<file path="src/rtl/clock_set_controller.sv">
// rtl/clock_set_controller.sv - mode/set/alarm controller for a 1 Hz hh:mm:ss timekeeper
module clock_set_controller #(
    parameter int HOURS_MAX    = 24,
    parameter int MINUTES_MAX  = 60,
    parameter int RING_SECONDS = 60
) (
    input  logic       Clk,
    input  logic       reset,
    input  logic       tick_en,
    input  logic       btn_mode,
    input  logic       btn_inc,
    input  logic       btn_alarm,
    input  logic [4:0] cur_hours,
    input  logic [5:0] cur_minutes,
    input  logic [5:0] cur_seconds,
    output logic       count_en,
    output logic       load,
    output logic [4:0] load_hours,
    output logic [5:0] load_minutes,
    output logic [2:0] mode,
    output logic [4:0] alarm_hours,
    output logic [5:0] alarm_minutes,
    output logic       alarm_on,
    output logic       alarm_ring
);

    typedef enum logic [2:0] {
        RUN    = 3'd0,
        SET_H  = 3'd1,
        SET_M  = 3'd2,
        SET_AH = 3'd3,
        SET_AM = 3'd4
    } mode_t;

    localparam logic [5:0] HOUR_LAST   = 6'(HOURS_MAX - 1);
    localparam logic [5:0] MINUTE_LAST = 6'(MINUTES_MAX - 1);
    localparam logic [7:0] RING_INIT   = 8'(RING_SECONDS);

    mode_t      state;
    logic [4:0] edit_h;
    logic [5:0] edit_m;
    logic [7:0] ring_cnt;
    logic       match;
    logic       match_d;
    logic       any_btn;

    function automatic logic [5:0] wrap_inc(input logic [5:0] v, input logic [5:0] last);
        return (v == last) ? 6'd0 : v + 6'd1;
    endfunction

    assign mode     = state;
    assign count_en = tick_en && (state != SET_H) && (state != SET_M);
    assign any_btn  = btn_mode || btn_inc || btn_alarm;
    assign match    = alarm_on && (cur_hours == alarm_hours) &&
                      (cur_minutes == alarm_minutes) && (cur_seconds == 6'd0);

    always_ff @(posedge Clk) begin
        if (reset) begin
            state         <= RUN;
            edit_h        <= '0;
            edit_m        <= '0;
            alarm_hours   <= '0;
            alarm_minutes <= '0;
            alarm_on      <= 1'b0;
            alarm_ring    <= 1'b0;
            ring_cnt      <= '0;
            match_d       <= 1'b0;
            load          <= 1'b0;
            load_hours    <= '0;
            load_minutes  <= '0;
        end else begin
            load    <= 1'b0;
            match_d <= match;
            // A press while ringing only silences; it never reaches the mode logic.
            if (alarm_ring && any_btn) begin
                alarm_ring <= 1'b0;
                ring_cnt   <= '0;
            end else begin
                if (match && !match_d && !alarm_ring) begin
                    alarm_ring <= 1'b1;
                    ring_cnt   <= RING_INIT;
                end else if (alarm_ring && tick_en) begin
                    ring_cnt <= ring_cnt - 8'd1;
                    if (ring_cnt == 8'd1)
                        alarm_ring <= 1'b0;
                end

                case (state)
                    RUN: begin
                        if (btn_mode) begin
                            state  <= SET_H;
                            edit_h <= cur_hours;
                            edit_m <= cur_minutes;
                        end else if (btn_alarm && !btn_inc) begin
                            alarm_on <= ~alarm_on;
                        end
                    end
                    SET_H: begin
                        if (btn_mode)
                            state <= SET_M;
                        else if (btn_inc)
                            edit_h <= 5'(wrap_inc({1'b0, edit_h}, HOUR_LAST));
                    end
                    SET_M: begin
                        if (btn_mode) begin
                            state        <= SET_AH;
                            load         <= 1'b1;
                            load_hours   <= edit_h;
                            load_minutes <= edit_m;
                        end else if (btn_inc) begin
                            edit_m <= wrap_inc(edit_m, MINUTE_LAST);
                        end
                    end
                    SET_AH: begin
                        if (btn_mode)
                            state <= SET_AM;
                        else if (btn_inc)
                            alarm_hours <= 5'(wrap_inc({1'b0, alarm_hours}, HOUR_LAST));
                    end
                    SET_AM: begin
                        if (btn_mode)
                            state <= RUN;
                        else if (btn_inc)
                            alarm_minutes <= wrap_inc(alarm_minutes, MINUTE_LAST);
                    end
                    default: state <= RUN;
                endcase
            end
        end
    end

endmodule

</file>
<file path="config.mk">
export PLATFORM = sky130hd
export DESIGN_NAME = clock_set_controller
export DESIGN_NICKNAME = d
export VERILOG_FILES = /design/src/rtl/clock_set_controller.sv
export SDC_FILE = /design/constraint.sdc
export NUM_CORES = 1
export LEC_CHECK = 0
export CAP_MARGIN = 10
export CORE_UTILIZATION = 47
export DETAILED_ROUTE_END_ITERATION = 12
export PLACE_DENSITY_LB_ADDON = 0.25
export SLEW_MARGIN = 0
export SYNTH_ARGS = -nofsm -noshare
export SYNTH_HDL_FRONTEND = slang
export SYNTH_SLANG_ARGS = --single-unit
export TNS_END_PERCENT = 1
</file>
<file path="constraint.sdc">
create_clock -name Clk -period 1.74 [get_ports Clk]
set_input_delay 0.348 -clock Clk [delete_from_list [all_inputs] [get_ports Clk]]
set_output_delay 0.348 -clock Clk [all_outputs]
set_load 0.02 [all_outputs]
</file>
**After elaboration in Yosys (flattened, before gate mapping)**

Index checks and enable logic that the tools add are counted.

- Bits of input ports: 23
- Register bits after elaboration: 48
- Output and inout port bits: 29

- $add $sub $neg: 5
- Equal/unequal tests: 22
- Reductions and logical operators: 32
- Multiplexer cells: 24
- Bitwise operators: 4

Operators with widths:

| cell | count |
|---|---|
| 6-bit two-way mux | 7 |
| 5-bit two-way mux | 5 |
| 2-bit != test, second input constant | 9 |
| 3-bit two-way mux | 5 |
| 3-bit one-hot mux with 5 select lines | 1 |
| 6-bit by 1-bit adder with 6-bit output, second input constant | 2 |
| 6-bit equality test, second input constant | 2 |
| 6-bit one-hot mux with 2 select lines | 1 |
| 4-bit AND reduction | 3 |
| 5-bit by 1-bit adder with 5-bit output, second input constant | 2 |
| 5-bit equality test, second input constant | 2 |
| 1-bit logical AND | 10 |
| 5-bit one-hot mux with 2 select lines | 1 |
| 5-bit AND reduction | 2 |
| 8-bit by 1-bit equality test with 1-bit output, second input constant | 1 |
| 2-bit nonzero test | 4 |
| 8-bit by 1-bit subtractor with 8-bit output, second input constant | 1 |
| 3-bit by 2-bit equality test with 1-bit output, second input constant | 2 |
| 6-bit equality test | 1 |
| 6-bit logical NOT | 1 |
| 6-bit AND reduction | 1 |
| 3-bit OR reduction | 2 |
| 5-bit equality test | 1 |
| 1-bit two-way mux | 4 |
| 11 further kinds | 17 |

**Longest topological paths before layout**

- Word-level depth: 8
- Mapped depth: 6
- Depth with buffers taken out: 6

**Least setup slack after synthesis**

Ideal clock, no wire load.

- Path type: register to output
- Start point: register state[0], in the netlist mode[0]
- End point: output port count_en
- Data arrival time: 1359 ps
- Stages on the path, launching flop included: 5
- Required time: 1392 ps
- Setup slack: 33 ps
- Path through: dfxtp_1 -> buf_6 -> or3b_1 -> clkbuf_1 -> and3_1

- Longest elaborated chain between the ends: 3

Ends and longest elaborated chain:

| element | RTL line | RTL |
|---|---|---|
| start: declaration | 39 | `mode_t state;` |
| start signal: assignment | 59 | `state <= RUN;` |
| start signal: assignment | 91 | `state <= SET_H;` |
| start signal: assignment | 100 | `state <= SET_M;` |
| 3-bit by 1-bit != test with 1-bit output | 52 | `assign count_en = tick_en && (state != SET_H) && (state != SET_M);` |
| 1-bit logical AND | 52 |  |
| 1-bit logical AND * | 52 |  |
| end: declaration | 16 | `output logic count_en,` |

Mark *: on every way between the ends. The rest lies on a longest branch, timed or not.

**Worst setup path in the final report**

- Start point: register state[2], in the netlist mode[2]
- End point: output port count_en

Same word-level chain as after synthesis.

==> impl_metrics.env <==
export IMPL_outcome="complete, but fails checks"
export IMPL_violations="negative setup slack"
export IMPL_synth_compound_area_share_pct=15.6
export IMPL_max_cap_violations=0
export IMPL_arrival_ns=1.41
export IMPL_grt_pass1_wl_um=10400
export IMPL_use_met3_pct=4.29
export IMPL_postRouteAntennaNets=0
export IMPL_wire_per_inst_um=13.5
export IMPL_die_h_um=76.9
export IMPL_routed_wl_um=6120
export IMPL_synth_top_family_by_area="simple AND/OR/NAND/NOR gates"
export IMPL_place_gp_congestion=0.837
export IMPL_synth_adder_area_share_pct=2.85
export IMPL_synth_xor_area_share_pct=7.98
export IMPL_path_class="reg2out"
export IMPL_layout_commonest_cell="dfxtp_1"
export IMPL_worstHoldPathType="reg2reg"
export IMPL_dp_hpwl_um=4530
export IMPL_num_antenna_cells=0
export IMPL_start_util_pct=50.3
export IMPL_grt_pass1_vias=2299
export IMPL_hold_viol=0
export IMPL_drive_above_1_share_pct=17.2
export IMPL_crit_path_end_kind="primary output"
export IMPL_design_core_area_um2=5240
export IMPL_period_share_pct=101
export IMPL_hold_ws_ns=0.462
export IMPL_multiInputGateArea_um2=1590
export IMPL_syn_area_um2=2630
export IMPL_cts_root_buf="clkbuf_8"
export IMPL_drv_slew=0
export IMPL_cts_hold_repair_buffers=0
export IMPL_grt_start_max_net_pins=34
export IMPL_setup_ws_ns=-0.0180
export IMPL_nFillCells=459
export IMPL_synthArstFlopShare_pct=0
export IMPL_grt_busiest_layer="met2"
export IMPL_syn_inst=307
export IMPL_dr_first_iter_drc_count=106
export IMPL_met1_usage_pct=28.2
export IMPL_ys_seq_area_share_pct=36.5
export IMPL_synthSimpleGateAreaFrac_pct=30.1
export IMPL_synth_area_per_cell_um2=8.58
export IMPL_rsz0062_at_grt="true"
export IMPL_firstDrtPassIters=4
export IMPL_layout_common_cells="dfxtp_1 (47), nand2_1 (41), clkdlybuf4s50_1 (32), buf_4 (32), a21oi_1 (30)"
export IMPL_via_per_inst=5.29
export IMPL_gr_usage_all_layers_pct=21.9
export IMPL_worstSkewPairLatency_ns=0.31
export IMPL_grt_antenna_before_repair=0
export IMPL_synthFlopType="dfxtp_1"
export IMPL_p_leak_nw=1.53
export IMPL_numCtsBuffers=5
export IMPL_synth_seq_cells=48
export IMPL_fmax_ghz=0.569
export IMPL_syn2layout_area_growth_pct=34.3
export IMPL_worst_slew_pin_slew_ns=0.471
export IMPL_critPathLaunchType="register"
export IMPL_period_needed_ns=1.76
export IMPL_setup_viol=1
export IMPL_nets=412
export IMPL_cts_clk_slew_worst_paths_ns=0.10
export IMPL_cts_buffer_depth=2
export IMPL_vdd_drop_max_mv=0.456
export IMPL_io_pins=52
export IMPL_die_w_um=76.9
export IMPL_regArea_um2=962
export IMPL_numPortBuffers=51
export IMPL_vias=2400
export IMPL_fin_worst_skew_ns=0.0101
export IMPL_cts_sinks=48
export IMPL_synth_edf_count=0
export IMPL_rows=26
export IMPL_path_max_fanout=4
export IMPL_die_area_um2=5910
export IMPL_gr_total_overflow=0
export IMPL_ys_warn_count=0
export IMPL_synthMuxAreaShare_pct=2.76
export IMPL_cts_tree="done"
export IMPL_power_mw=2.36
export IMPL_cp_required_ns=1.39
export IMPL_met2_usage_pct=36.7
export IMPL_drc=0
export IMPL_setup_tns_ns=-0.0180
export IMPL_synthesis_nets=336
export IMPL_slew_headroom_pct=68.3
export IMPL_h_tree_depth=2
export IMPL_powerDensity_nw_per_um2=668
export IMPL_ys_types=55
[final cells by class]
class | count | area share (%)
Clock buffer | 5 | 1.94
Sequential cell | 48 | 27.2
Timing Repair Buffer | 83 | 21.3
Inverter | 9 | 0.955
Clock inverter | 3 | 1.34
Multi-Input combinational cell | 236 | 44.8
Tap cell | 70 | 2.48
[synth_stat cells, types with 3 or more instances]
library cell,instances,area [um^2]
nor2_1,26,97.6
a211oi_1,3,22.5
nand3_1,11,55.1
nor3_1,10,50.1
a21oi_1,30,150
or3_1,3,18.8
xor2_1,20,175
clkbuf_1,7,26.3
buf_2,4,20.0
ha_1,6,75.1
and2_1,3,18.8
nand2_1,41,154
xnor2_1,4,35.0
nor2b_1,5,31.3
or3b_1,3,26.3
nor4_1,5,31.3
nand4_1,5,31.3
mux2i_1,5,50.1
o21ai_0,9,45.0
and3b_1,3,26.3
nor3b_2,5,62.6
inv_1,9,33.8
dfxtp_1,48,961
[cells by family after synthesis]
| group | Yosys count |
|---|---|
| xor+xnor | 24 |
| compound gates | 61 |
| mux | 7 |
| buf+inv | 23 |
| fa+ha+maj | 6 |
| simple gates | 138 |
| flops | 48 |
[worst paths after layout]
path	startpoint	slack (ns)	to	cells after the start
setup / recovery	mode[2]	-0.02	count_en	3
hold / removal	load_minutes[2]	0.46	load_minutes[2]	2
setup reg to reg	mode[0]	0.09	alarm_minutes[2]	5
hold reg to reg	load_minutes[2]	0.46	load_minutes[2]	2
[report_power, final]
part / leakage [nW] / internal [mW] / total, mW / switching [mW]
Clock: 0.0583 / 0.433 / 0.839 / 0.406
Combinational: 1.08 / 0.182 / 0.359 / 0.177
Sequential: 0.389 / 1.13 / 1.16 / 0.0362
[routing by layer]
| metal | wire (um) | part of all wire (%) | vias to the layer above |
|---|---|---|---|
| li1 | - | - | 1238 |
| met1 | 2940 | 48 | 1112 |
| met2 | 2880 | 47 | 46 |
| met3 | 247 | 4.0 | 4 |
| met4 | 51 | 0.83 | 0 |
| met5 | 0 | 0 | - |
[sequential cells by signal, summed over array words and instances (netlist names)]
signal	flops
ring_cnt	8
alarm_minutes	6
edit_m	6
load_minutes	6
alarm_hours	5
edit_h	5
load_hours	5
mode	3
alarm_on	1
alarm_ring	1
load	1
match_d	1
[worst max-delay path, cell delays in order (launching register included)]
cell     delay [ns]
dfxtp_1        0.35
or3b_4         0.41
and3_1         0.19
buf_2          0.15
[timing repair]
item / CTS / global route
setup buffers: 0 / 0
endpoints found under the setup margin: 24 / 29
pin swaps: 2 / 1
gates resized for setup: 18 / 9
[per-stage QoR]
| stage | worst slack [ns] | util [%] | area (um^2) | cells |
|---|---|---|---|---|
| after floorplan | 0.0333 | - | 2630 | 307 |
| after global placement | -0.387 | 64.8 | 3400 | 446 |
| after detailed placement | -0.410 | 64.8 | 3400 | 446 |
| after CTS | -0.0242 | 67.0 | 3510 | 454 |
| after global routing | -0.0720 | 67.6 | 3540 | 454 |
| final | -0.0180 | 67.6 | 3540 | 454 |
(Power assumes the default switching activity.)
